===== config.mk =====
export PLATFORM = sky130hd
export DESIGN_NAME = axi_read_arbiter_flat
export DESIGN_NICKNAME = d
export VERILOG_FILES = /design/src/rtl/axi_read_arbiter_pkg.sv /design/src/rtl/axi_read_arbiter_if.sv /design/src/rtl/axi_read_arbiter_rr.sv /design/src/rtl/axi_read_arbiter.sv /design/src/flat_wrapper.sv
export SDC_FILE = /design/constraint.sdc
export NUM_CORES = 1
export LEC_CHECK = 0
export ABC_AREA = 1
export ABC_CLOCK_PERIOD_IN_PS = 2800
export BUFFER_PORTS_ARGS = -buffer_cell sky130_fd_sc_hd__buf_2
export CORE_AREA = 3 3 139 141
export CTS_CLUSTER_DIAMETER = 60
export DETAILED_ROUTE_END_ITERATION = 10
export DIE_AREA = 0 0 142 144
export GPL_ROUTABILITY_DRIVEN = 0
export PLACE_DENSITY = 0.47
export SLEW_MARGIN = 10
export SYNTH_ARGS = -nofsm -noshare
export SYNTH_HDL_FRONTEND = slang
export SYNTH_SLANG_ARGS = --single-unit

===== constraint.sdc =====
create_clock -name clk -period 2.8 [get_ports clk]
set_input_delay 0.56 -clock clk [delete_from_list [all_inputs] [get_ports clk]]
set_output_delay 0.56 -clock clk [all_outputs]
set_load 0.005 [all_outputs]

===== src/rtl/axi_read_arbiter_pkg.sv =====
// Shared AXI read constants, arbiter FSM states and captured AR control payload.
package axi_read_arbiter_pkg;

    localparam int unsigned AXI_LEN_W   = 8;
    localparam int unsigned AXI_SIZE_W  = 3;
    localparam int unsigned AXI_BURST_W = 2;
    localparam int unsigned AXI_RESP_W  = 2;

    localparam logic [AXI_BURST_W-1:0] BURST_INCR  = 2'b01;
    localparam logic [AXI_RESP_W-1:0]  RESP_OKAY   = 2'b00;
    localparam logic [AXI_RESP_W-1:0]  RESP_SLVERR = 2'b10;

    typedef enum logic [1:0] {
        ST_IDLE = 2'd0,
        ST_ADDR = 2'd1,
        ST_DATA = 2'd2
    } state_e;

    typedef struct packed {
        logic [AXI_LEN_W-1:0]  len;
        logic [AXI_SIZE_W-1:0] size;
    } ar_ctl_t;

endpackage


===== src/rtl/axi_read_arbiter_if.sv =====
// One AXI read port (AR + R channels); master drives AR, slave returns R.
interface axi_read_arbiter_if
    import axi_read_arbiter_pkg::*;
#(
    parameter int unsigned ADDR_W = 32,
    parameter int unsigned DATA_W = 64,
    parameter int unsigned ID_W   = 4
) ();

    logic                   arvalid;
    logic                   arready;
    logic [ADDR_W-1:0]      araddr;
    logic [AXI_LEN_W-1:0]   arlen;
    logic [AXI_SIZE_W-1:0]  arsize;
    logic [ID_W-1:0]        arid;
    logic [AXI_BURST_W-1:0] arburst;

    logic                   rvalid;
    logic                   rready;
    logic [ID_W-1:0]        rid;
    logic [DATA_W-1:0]      rdata;
    logic [AXI_RESP_W-1:0]  rresp;
    logic                   rlast;

    modport master (
        output arvalid, araddr, arlen, arsize, arid, arburst, rready,
        input  arready, rvalid, rid, rdata, rresp, rlast
    );

    // Requesters present no ID/burst type; the arbiter assigns both downstream.
    modport slave (
        input  arvalid, araddr, arlen, arsize, rready,
        output arready, rvalid, rid, rdata, rresp, rlast
    );

endinterface


===== src/rtl/axi_read_arbiter_rr.sv =====
// Two-way round-robin grant with last-grant register; requester 0 wins first after reset.
module axi_read_arbiter_rr (
    input  logic       clk,
    input  logic       rst,
    input  logic [1:0] req,
    input  logic       en,
    output logic [1:0] gnt_c
);

    logic last_q;

    // On contention the requester not granted last wins.
    assign gnt_c[1] = req[1] & (~req[0] | ~last_q);
    assign gnt_c[0] = req[0] & (~req[1] |  last_q);

    always_ff @(posedge clk or posedge rst) begin
        if (rst) begin
            last_q <= 1'b1;
        end else if (en && (|req)) begin
            last_q <= gnt_c[1];
        end
    end

endmodule


===== src/rtl/axi_read_arbiter.sv =====
// Arbitrates icache (s0) and dcache (s1) AXI reads onto one master, one burst outstanding.
module axi_read_arbiter
    import axi_read_arbiter_pkg::*;
#(
    parameter int unsigned ADDR_W = 32,
    parameter int unsigned DATA_W = 64,
    parameter int unsigned ID_W   = 4
) (
    input  logic                clk,
    input  logic                rst,
    axi_read_arbiter_if.slave   s0,
    axi_read_arbiter_if.slave   s1,
    axi_read_arbiter_if.master  m
);

    state_e            state;
    logic              grant_q;
    logic [ADDR_W-1:0] addr_q;
    ar_ctl_t           ctl_q;
    logic              m_arvalid_q;

    logic [1:0]        req_c;
    logic [1:0]        gnt_c;
    logic              arb_en_c;
    logic [ADDR_W-1:0] req_addr_c;
    ar_ctl_t           req_ctl_c;
    logic              sel0_c;
    logic              sel1_c;

    assign req_c    = {s1.arvalid, s0.arvalid};
    assign arb_en_c = (state == ST_IDLE) && !rst;

    axi_read_arbiter_rr u_rr (
        .clk   (clk),
        .rst   (rst),
        .req   (req_c),
        .en    (arb_en_c),
        .gnt_c (gnt_c)
    );

    assign req_addr_c = gnt_c[1] ? s1.araddr : s0.araddr;

    always_comb begin
        req_ctl_c      = '0;
        req_ctl_c.len  = gnt_c[1] ? s1.arlen  : s0.arlen;
        req_ctl_c.size = gnt_c[1] ? s1.arsize : s0.arsize;
    end

    // Grant/capture in IDLE, present AR in ADDR, stream beats in DATA until rlast.
    always_ff @(posedge clk or posedge rst) begin
        if (rst) begin
            state       <= ST_IDLE;
            grant_q     <= 1'b0;
            addr_q      <= '0;
            ctl_q       <= '0;
            m_arvalid_q <= 1'b0;
        end else begin
            case (state)
                ST_IDLE: begin
                    if (|req_c) begin
                        grant_q     <= gnt_c[1];
                        addr_q      <= req_addr_c;
                        ctl_q       <= req_ctl_c;
                        m_arvalid_q <= 1'b1;
                        state       <= ST_ADDR;
                    end
                end
                ST_ADDR: begin
                    if (m.arready) begin
                        m_arvalid_q <= 1'b0;
                        state       <= ST_DATA;
                    end
                end
                ST_DATA: begin
                    if (m.rvalid && m.rready && m.rlast) begin
                        state <= ST_IDLE;
                    end
                end
                default: begin
                    m_arvalid_q <= 1'b0;
                    state       <= ST_IDLE;
                end
            endcase
        end
    end

    assign s0.arready = arb_en_c & gnt_c[0];
    assign s1.arready = arb_en_c & gnt_c[1];

    assign m.arvalid = m_arvalid_q;
    assign m.araddr  = addr_q;
    assign m.arlen   = ctl_q.len;
    assign m.arsize  = ctl_q.size;
    assign m.arid    = ID_W'(grant_q);
    assign m.arburst = BURST_INCR;

    // R routing follows the grant register; m.rid is passed through but never steers.
    assign sel0_c = (state == ST_DATA) && !grant_q;
    assign sel1_c = (state == ST_DATA) &&  grant_q;

    assign m.rready = (sel0_c && s0.rready) || (sel1_c && s1.rready);

    assign s0.rvalid = sel0_c && m.rvalid;
    assign s0.rdata  = sel0_c ? m.rdata : {DATA_W{1'b0}};
    assign s0.rresp  = sel0_c ? m.rresp : RESP_OKAY;
    assign s0.rlast  = sel0_c && m.rlast;
    assign s0.rid    = sel0_c ? m.rid : {ID_W{1'b0}};

    assign s1.rvalid = sel1_c && m.rvalid;
    assign s1.rdata  = sel1_c ? m.rdata : {DATA_W{1'b0}};
    assign s1.rresp  = sel1_c ? m.rresp : RESP_OKAY;
    assign s1.rlast  = sel1_c && m.rlast;
    assign s1.rid    = sel1_c ? m.rid : {ID_W{1'b0}};

endmodule


===== src/flat_wrapper.sv =====
// flat-port wrapper written by rule: the top's interface ports become plain ports
module axi_read_arbiter_flat import axi_read_arbiter_pkg::*;
#(
    parameter int unsigned ADDR_W = 32,
    parameter int unsigned DATA_W = 64,
    parameter int unsigned ID_W   = 4
)
  (clk, rst, s0_arvalid, s0_araddr, s0_arlen, s0_arsize, s0_rready, s0_arready, s0_rvalid, s0_rid, s0_rdata, s0_rresp, s0_rlast, s1_arvalid, s1_araddr, s1_arlen, s1_arsize, s1_rready, s1_arready, s1_rvalid, s1_rid, s1_rdata, s1_rresp, s1_rlast, m_arvalid, m_araddr, m_arlen, m_arsize, m_arid, m_arburst, m_rready, m_arready, m_rvalid, m_rid, m_rdata, m_rresp, m_rlast);
  axi_read_arbiter_if #(.ADDR_W(ADDR_W), .DATA_W(DATA_W), .ID_W(ID_W)) s0_i ();
  axi_read_arbiter_if #(.ADDR_W(ADDR_W), .DATA_W(DATA_W), .ID_W(ID_W)) s1_i ();
  axi_read_arbiter_if #(.ADDR_W(ADDR_W), .DATA_W(DATA_W), .ID_W(ID_W)) m_i ();
  input  logic clk;
  input  logic rst;
  input wire logic [$bits(s0_i.arvalid)-1:0] s0_arvalid;
  input wire logic [$bits(s0_i.araddr)-1:0] s0_araddr;
  input wire logic [$bits(s0_i.arlen)-1:0] s0_arlen;
  input wire logic [$bits(s0_i.arsize)-1:0] s0_arsize;
  input wire logic [$bits(s0_i.rready)-1:0] s0_rready;
  output wire logic [$bits(s0_i.arready)-1:0] s0_arready;
  output wire logic [$bits(s0_i.rvalid)-1:0] s0_rvalid;
  output wire logic [$bits(s0_i.rid)-1:0] s0_rid;
  output wire logic [$bits(s0_i.rdata)-1:0] s0_rdata;
  output wire logic [$bits(s0_i.rresp)-1:0] s0_rresp;
  output wire logic [$bits(s0_i.rlast)-1:0] s0_rlast;
  input wire logic [$bits(s1_i.arvalid)-1:0] s1_arvalid;
  input wire logic [$bits(s1_i.araddr)-1:0] s1_araddr;
  input wire logic [$bits(s1_i.arlen)-1:0] s1_arlen;
  input wire logic [$bits(s1_i.arsize)-1:0] s1_arsize;
  input wire logic [$bits(s1_i.rready)-1:0] s1_rready;
  output wire logic [$bits(s1_i.arready)-1:0] s1_arready;
  output wire logic [$bits(s1_i.rvalid)-1:0] s1_rvalid;
  output wire logic [$bits(s1_i.rid)-1:0] s1_rid;
  output wire logic [$bits(s1_i.rdata)-1:0] s1_rdata;
  output wire logic [$bits(s1_i.rresp)-1:0] s1_rresp;
  output wire logic [$bits(s1_i.rlast)-1:0] s1_rlast;
  output wire logic [$bits(m_i.arvalid)-1:0] m_arvalid;
  output wire logic [$bits(m_i.araddr)-1:0] m_araddr;
  output wire logic [$bits(m_i.arlen)-1:0] m_arlen;
  output wire logic [$bits(m_i.arsize)-1:0] m_arsize;
  output wire logic [$bits(m_i.arid)-1:0] m_arid;
  output wire logic [$bits(m_i.arburst)-1:0] m_arburst;
  output wire logic [$bits(m_i.rready)-1:0] m_rready;
  input wire logic [$bits(m_i.arready)-1:0] m_arready;
  input wire logic [$bits(m_i.rvalid)-1:0] m_rvalid;
  input wire logic [$bits(m_i.rid)-1:0] m_rid;
  input wire logic [$bits(m_i.rdata)-1:0] m_rdata;
  input wire logic [$bits(m_i.rresp)-1:0] m_rresp;
  input wire logic [$bits(m_i.rlast)-1:0] m_rlast;
  assign s0_i.arvalid = s0_arvalid;
  assign s0_i.araddr = s0_araddr;
  assign s0_i.arlen = s0_arlen;
  assign s0_i.arsize = s0_arsize;
  assign s0_i.rready = s0_rready;
  assign s0_arready = s0_i.arready;
  assign s0_rvalid = s0_i.rvalid;
  assign s0_rid = s0_i.rid;
  assign s0_rdata = s0_i.rdata;
  assign s0_rresp = s0_i.rresp;
  assign s0_rlast = s0_i.rlast;
  assign s1_i.arvalid = s1_arvalid;
  assign s1_i.araddr = s1_araddr;
  assign s1_i.arlen = s1_arlen;
  assign s1_i.arsize = s1_arsize;
  assign s1_i.rready = s1_rready;
  assign s1_arready = s1_i.arready;
  assign s1_rvalid = s1_i.rvalid;
  assign s1_rid = s1_i.rid;
  assign s1_rdata = s1_i.rdata;
  assign s1_rresp = s1_i.rresp;
  assign s1_rlast = s1_i.rlast;
  assign m_arvalid = m_i.arvalid;
  assign m_araddr = m_i.araddr;
  assign m_arlen = m_i.arlen;
  assign m_arsize = m_i.arsize;
  assign m_arid = m_i.arid;
  assign m_arburst = m_i.arburst;
  assign m_rready = m_i.rready;
  assign m_i.arready = m_arready;
  assign m_i.rvalid = m_rvalid;
  assign m_i.rid = m_rid;
  assign m_i.rdata = m_rdata;
  assign m_i.rresp = m_rresp;
  assign m_i.rlast = m_rlast;
  axi_read_arbiter #(.ADDR_W(ADDR_W), .DATA_W(DATA_W), .ID_W(ID_W)) u_core (.clk(clk), .rst(rst), .s0(s0_i), .s1(s1_i), .m(m_i));
endmodule

==> results.tsv <==
stage	metric	value	unit
power_and_ir_drop	p_int	2.55	mW
logic_synthesis	netlist.area_leader.share	0.346	
logic_synthesis	yosysWarnings	0	
detailed_routing	ant_nets	0	
floorplanning	die_w	142	um
min_path	hp-class	primary input to async pin	
floorplanning	fp.dieH	144	um
worst_setup_path	r2r_start	u_core.state[0]$_DFFE_PP0P_	
power_and_ir_drop	clock_power_share	0.164	
floorplanning	initial_core_util	0.188	
power_and_ir_drop	power.leakage	3.55	nW
logic_synthesis	synth_area_leaders	dfrtp_1 (35%), nor2_1 (21%), o21ai_2 (9.8%), inv_1 (8.6%), o21ai_1 (6.5%)	
placed_design	io_buffers	356	
global_route	grt_pass1_vias	4408	
clock_network	cts_setup_buffers	0	
logic_synthesis	yosysSeqAreaShare	0.354	
detailed_routing	route.detailed.drc	0	
power_and_ir_drop	seq_power_share	0.284	
cells_and_area	n_antenna_cell	0	
power_and_ir_drop	power.switching	1.96	mW
clock_network	clk_pin_slew	70	ps
cells_and_area	multi_input_area	0.00169	mm^2
timing	rsz0062_at_grt	no	
global_route	antenna_found_initial	1	
timing	period_minus_slack	2530	ps
clock_network	clock_latency	290	ps
detailed_routing	vias	4432	
power_and_ir_drop	p_comb_frac	0.552	
detailed_routing	drtIter0Drc	107	
detailed_routing	viasPerCell	4.08	
outcome	status	finished clean	
worst_setup_path	critPathArrivalTime	1970	ps
clock_network	cts_made_buffers	5	
clock_network	cts_buffer_depth	2	
power_and_ir_drop	power.density	812	mW/mm^2
floorplanning	core.rowCount	49	
cells_and_area	layout.nets	1021	
job	maxCapViolCount	0	
timing	clock_skew	6.63	ps
logic_synthesis	synth-edff-count	0	
floorplanning	pin_count	362	
cells_and_area	drive_gt1_frac	0.531	
timing	fmax	395	MHz
global_route	grt_max_degree	49	
logic_synthesis	synth_common_cells	nor2_1 (190), inv_1 (78), dfrtp_1 (47)	
logic_synthesis	syn_area_per_cell	6.61	um^2
timing	period_share	0.905	
clock_network	clock-root-buffer	clkbuf_16	
logic_synthesis	synth_ff_type	dfrtp_1	
global_route	grt_overflow	0	
placed_design	dpl.hpwl	14400	um
detailed_routing	routed_wl	17500	um
power_and_ir_drop	max-vdd-ir-drop	0.316	mV
worst_setup_path	crit_chain	inv_1 > nor2_2 > nand2_2 > buf_4 > nor2_1 > buf_2	
global_route	globalRouteTotalUtil	0.159	
clock_network	cts_sinks	48	
cells_and_area	fin_util	0.307	
timing	tightest_slew	655	ps
cells_and_area	fillCellCount	2058	
timing	holdWs	457	ps
clock_network	ctsHoldBuffers	0	
worst_setup_path	crit_path_max_fanout	34	
worst_setup_path	max_stage_delay	400	ps
clock_network	cts_tree	built	
detailed_routing	wire_per_inst	16.1	um
timing	hold_viol_final	0	
power_and_ir_drop	switching_share	0.435	
timing	slew_headroom	0.563	
timing	setup_viol	0	
global_route	grt_pass1_wl	25100	um
worst_setup_path	worstSetupPathType	register to output port	
floorplanning	die-area	0.0204	mm^2
logic_synthesis	ys_types	22	
logic_synthesis	synth_area	0.00340	mm^2
logic_synthesis	synth_cells	514	
logic_synthesis	synth_seq_cells	48	
logic_synthesis	yosysMostFrequentCell	nor2_1	
logic_synthesis	synthArstFlopShare	1.00	
worst_setup_path	cp-startpoint	u_core.state[1]$_DFFE_PP0P_	
detailed_routing	drtPass1Iterations	4	
worst_setup_path	cpMaxStageDelayCell	dfrtp_1	
clock_network	cts_max_level	2	
worst_setup_path	worst_setup_path_end_kind	output port	
cells_and_area	seq_area	0.00120	mm^2
worst_setup_path	cp_num_buf_inv	3	
clock_network	cts_resized	0	
timing	fin_tns_setup	0	ps
worst_setup_path	required	2240	ps
worst_setup_path	crit_path_start_kind	register	
floorplanning	coreArea	0.0181	mm^2
worst_setup_path	cpLargestDelayFamily	simple AND/OR/NAND/NOR gates	
timing	slew_viol_final	0	
cells_and_area	layout-area-overhead-vs-synth	63.7	%
logic_synthesis	yosys.area.top_type	dfrtp_1	
power_and_ir_drop	p_total	4.51	mW
-- worst reg2reg max path: stages (launching register included) --
cell and delay [ps]:
dfrtp_1 430, nor2_2 230, inv_2 90, nor2_8 100, buf_4 410, o21ai_0 190, o21ai_1 150
-- power by group through the flow --
| stage | combinational (mW) | sequential (mW) | clock [mW] |
|---|---|---|---|
| 6_report | 2.49 | 1.28 | 0.739 |
| 5_1_grt | 2.80 | 1.34 | 0.788 |
| 4_1_cts | 2.57 | 1.29 | 0.767 |
| 3_5_place_dp | 2.57 | 1.29 | 0 |
| 3_3_place_gp | 2.56 | 1.29 | 0 |
| 2_1_floorplan | 1.45 | 1.31 | 0 |
-- area by class of cell --
type                       count  area share
clock buffer                   6      0.0250
clock inverter                 2     0.00698
inverter                      81      0.0551
multi-input combinational    352       0.304
sequential                    48       0.216
tap                          229      0.0515
timing repair buffer         368       0.341
-- final timing paths --
path	end	slack, ps	cells past startpoint
worst min-delay path	u_core.m.araddr[27]$_DFFE_PP0P_	460	3
max in group asynchronous	u_core.m.araddr[12]$_DFFE_PP0P_	1910	3
worst max register to register	u_core.m.araddr[4]$_DFFE_PP0P_	1120	6
worst max-delay path	s1_rdata[39]	270	6
worst min register to register	u_core.m.araddr[16]$_DFFE_PP0P_	480	2
min in group clk	u_core.m.araddr[16]$_DFFE_PP0P_	480	2
-- sequential cells by signal, indices dropped and copies added, names as in the netlist --
name                flops
u_core.state            2
u_core.m.arvalid        1
u_core.m.arsize         3
u_core.u_rr.last_q      1
u_core.grant_q          1
u_core.m.arlen          8
u_core.m.araddr        32
-- cell families after synthesis --
| group | Yosys count | share of synthesized area |
|---|---|---|
| simple gates | 257 | 0.317 |
| other cells | 2 | 0.00221 |
| buf+inv | 117 | 0.152 |
| compound gates | 90 | 0.175 |
| flops | 48 | 0.354 |
-- routing by layer --
metal  up-vias  share of wire  GRT usage  wire length [um]
met1      1977           0.38      0.174              6610
met3        21          0.095     0.0506              1660
met2       231           0.50      0.291              8760
met5         -        0.00074          0                13
li1       2201              -          -                 -
met4         2          0.027     0.0530               471
-- cells in the final DEF (no fill, tap or decap), types with 2 or more instances in the layout --
| cell type | synthesis | routed |
|---|---|---|
| nand2_2 | 32 | 33 |
| nand2_1 | 28 | 27 |
| o21ai_0 | 8 | 8 |
| nor2_2 | 2 | 2 |
| buf_12 | 0 | 2 |
| o21ai_1 | 44 | 44 |
| conb_1 | 2 | 5 |
| o21ai_2 | 38 | 38 |
| dfrtp_1 | 47 | 47 |
| inv_1 | 78 | 77 |
| buf_2 | 7 | 356 |
| clkbuf_16 | 0 | 5 |
| nand4_1 | 2 | 2 |
| inv_2 | 2 | 3 |
| nor2_1 | 190 | 190 |
| buf_4 | 10 | 10 |
-- through the flow --
| step | worst slack [ps] | area (um^2) | std cells |
|---|---|---|---|
| 2_1_floorplan | 264 | 3410 | 517 |
| 3_5_place_dp | 570 | 5380 | 1078 |
| 3_3_place_gp | 647 | 5380 | 1078 |
| 4_1_cts | 237 | 5560 | 1086 |
| 6_report | 267 | 5560 | 1086 |
| 5_1_grt | 55.0 | 5560 | 1086 |
No activity file was read; power rests on OpenSTA's default activity.
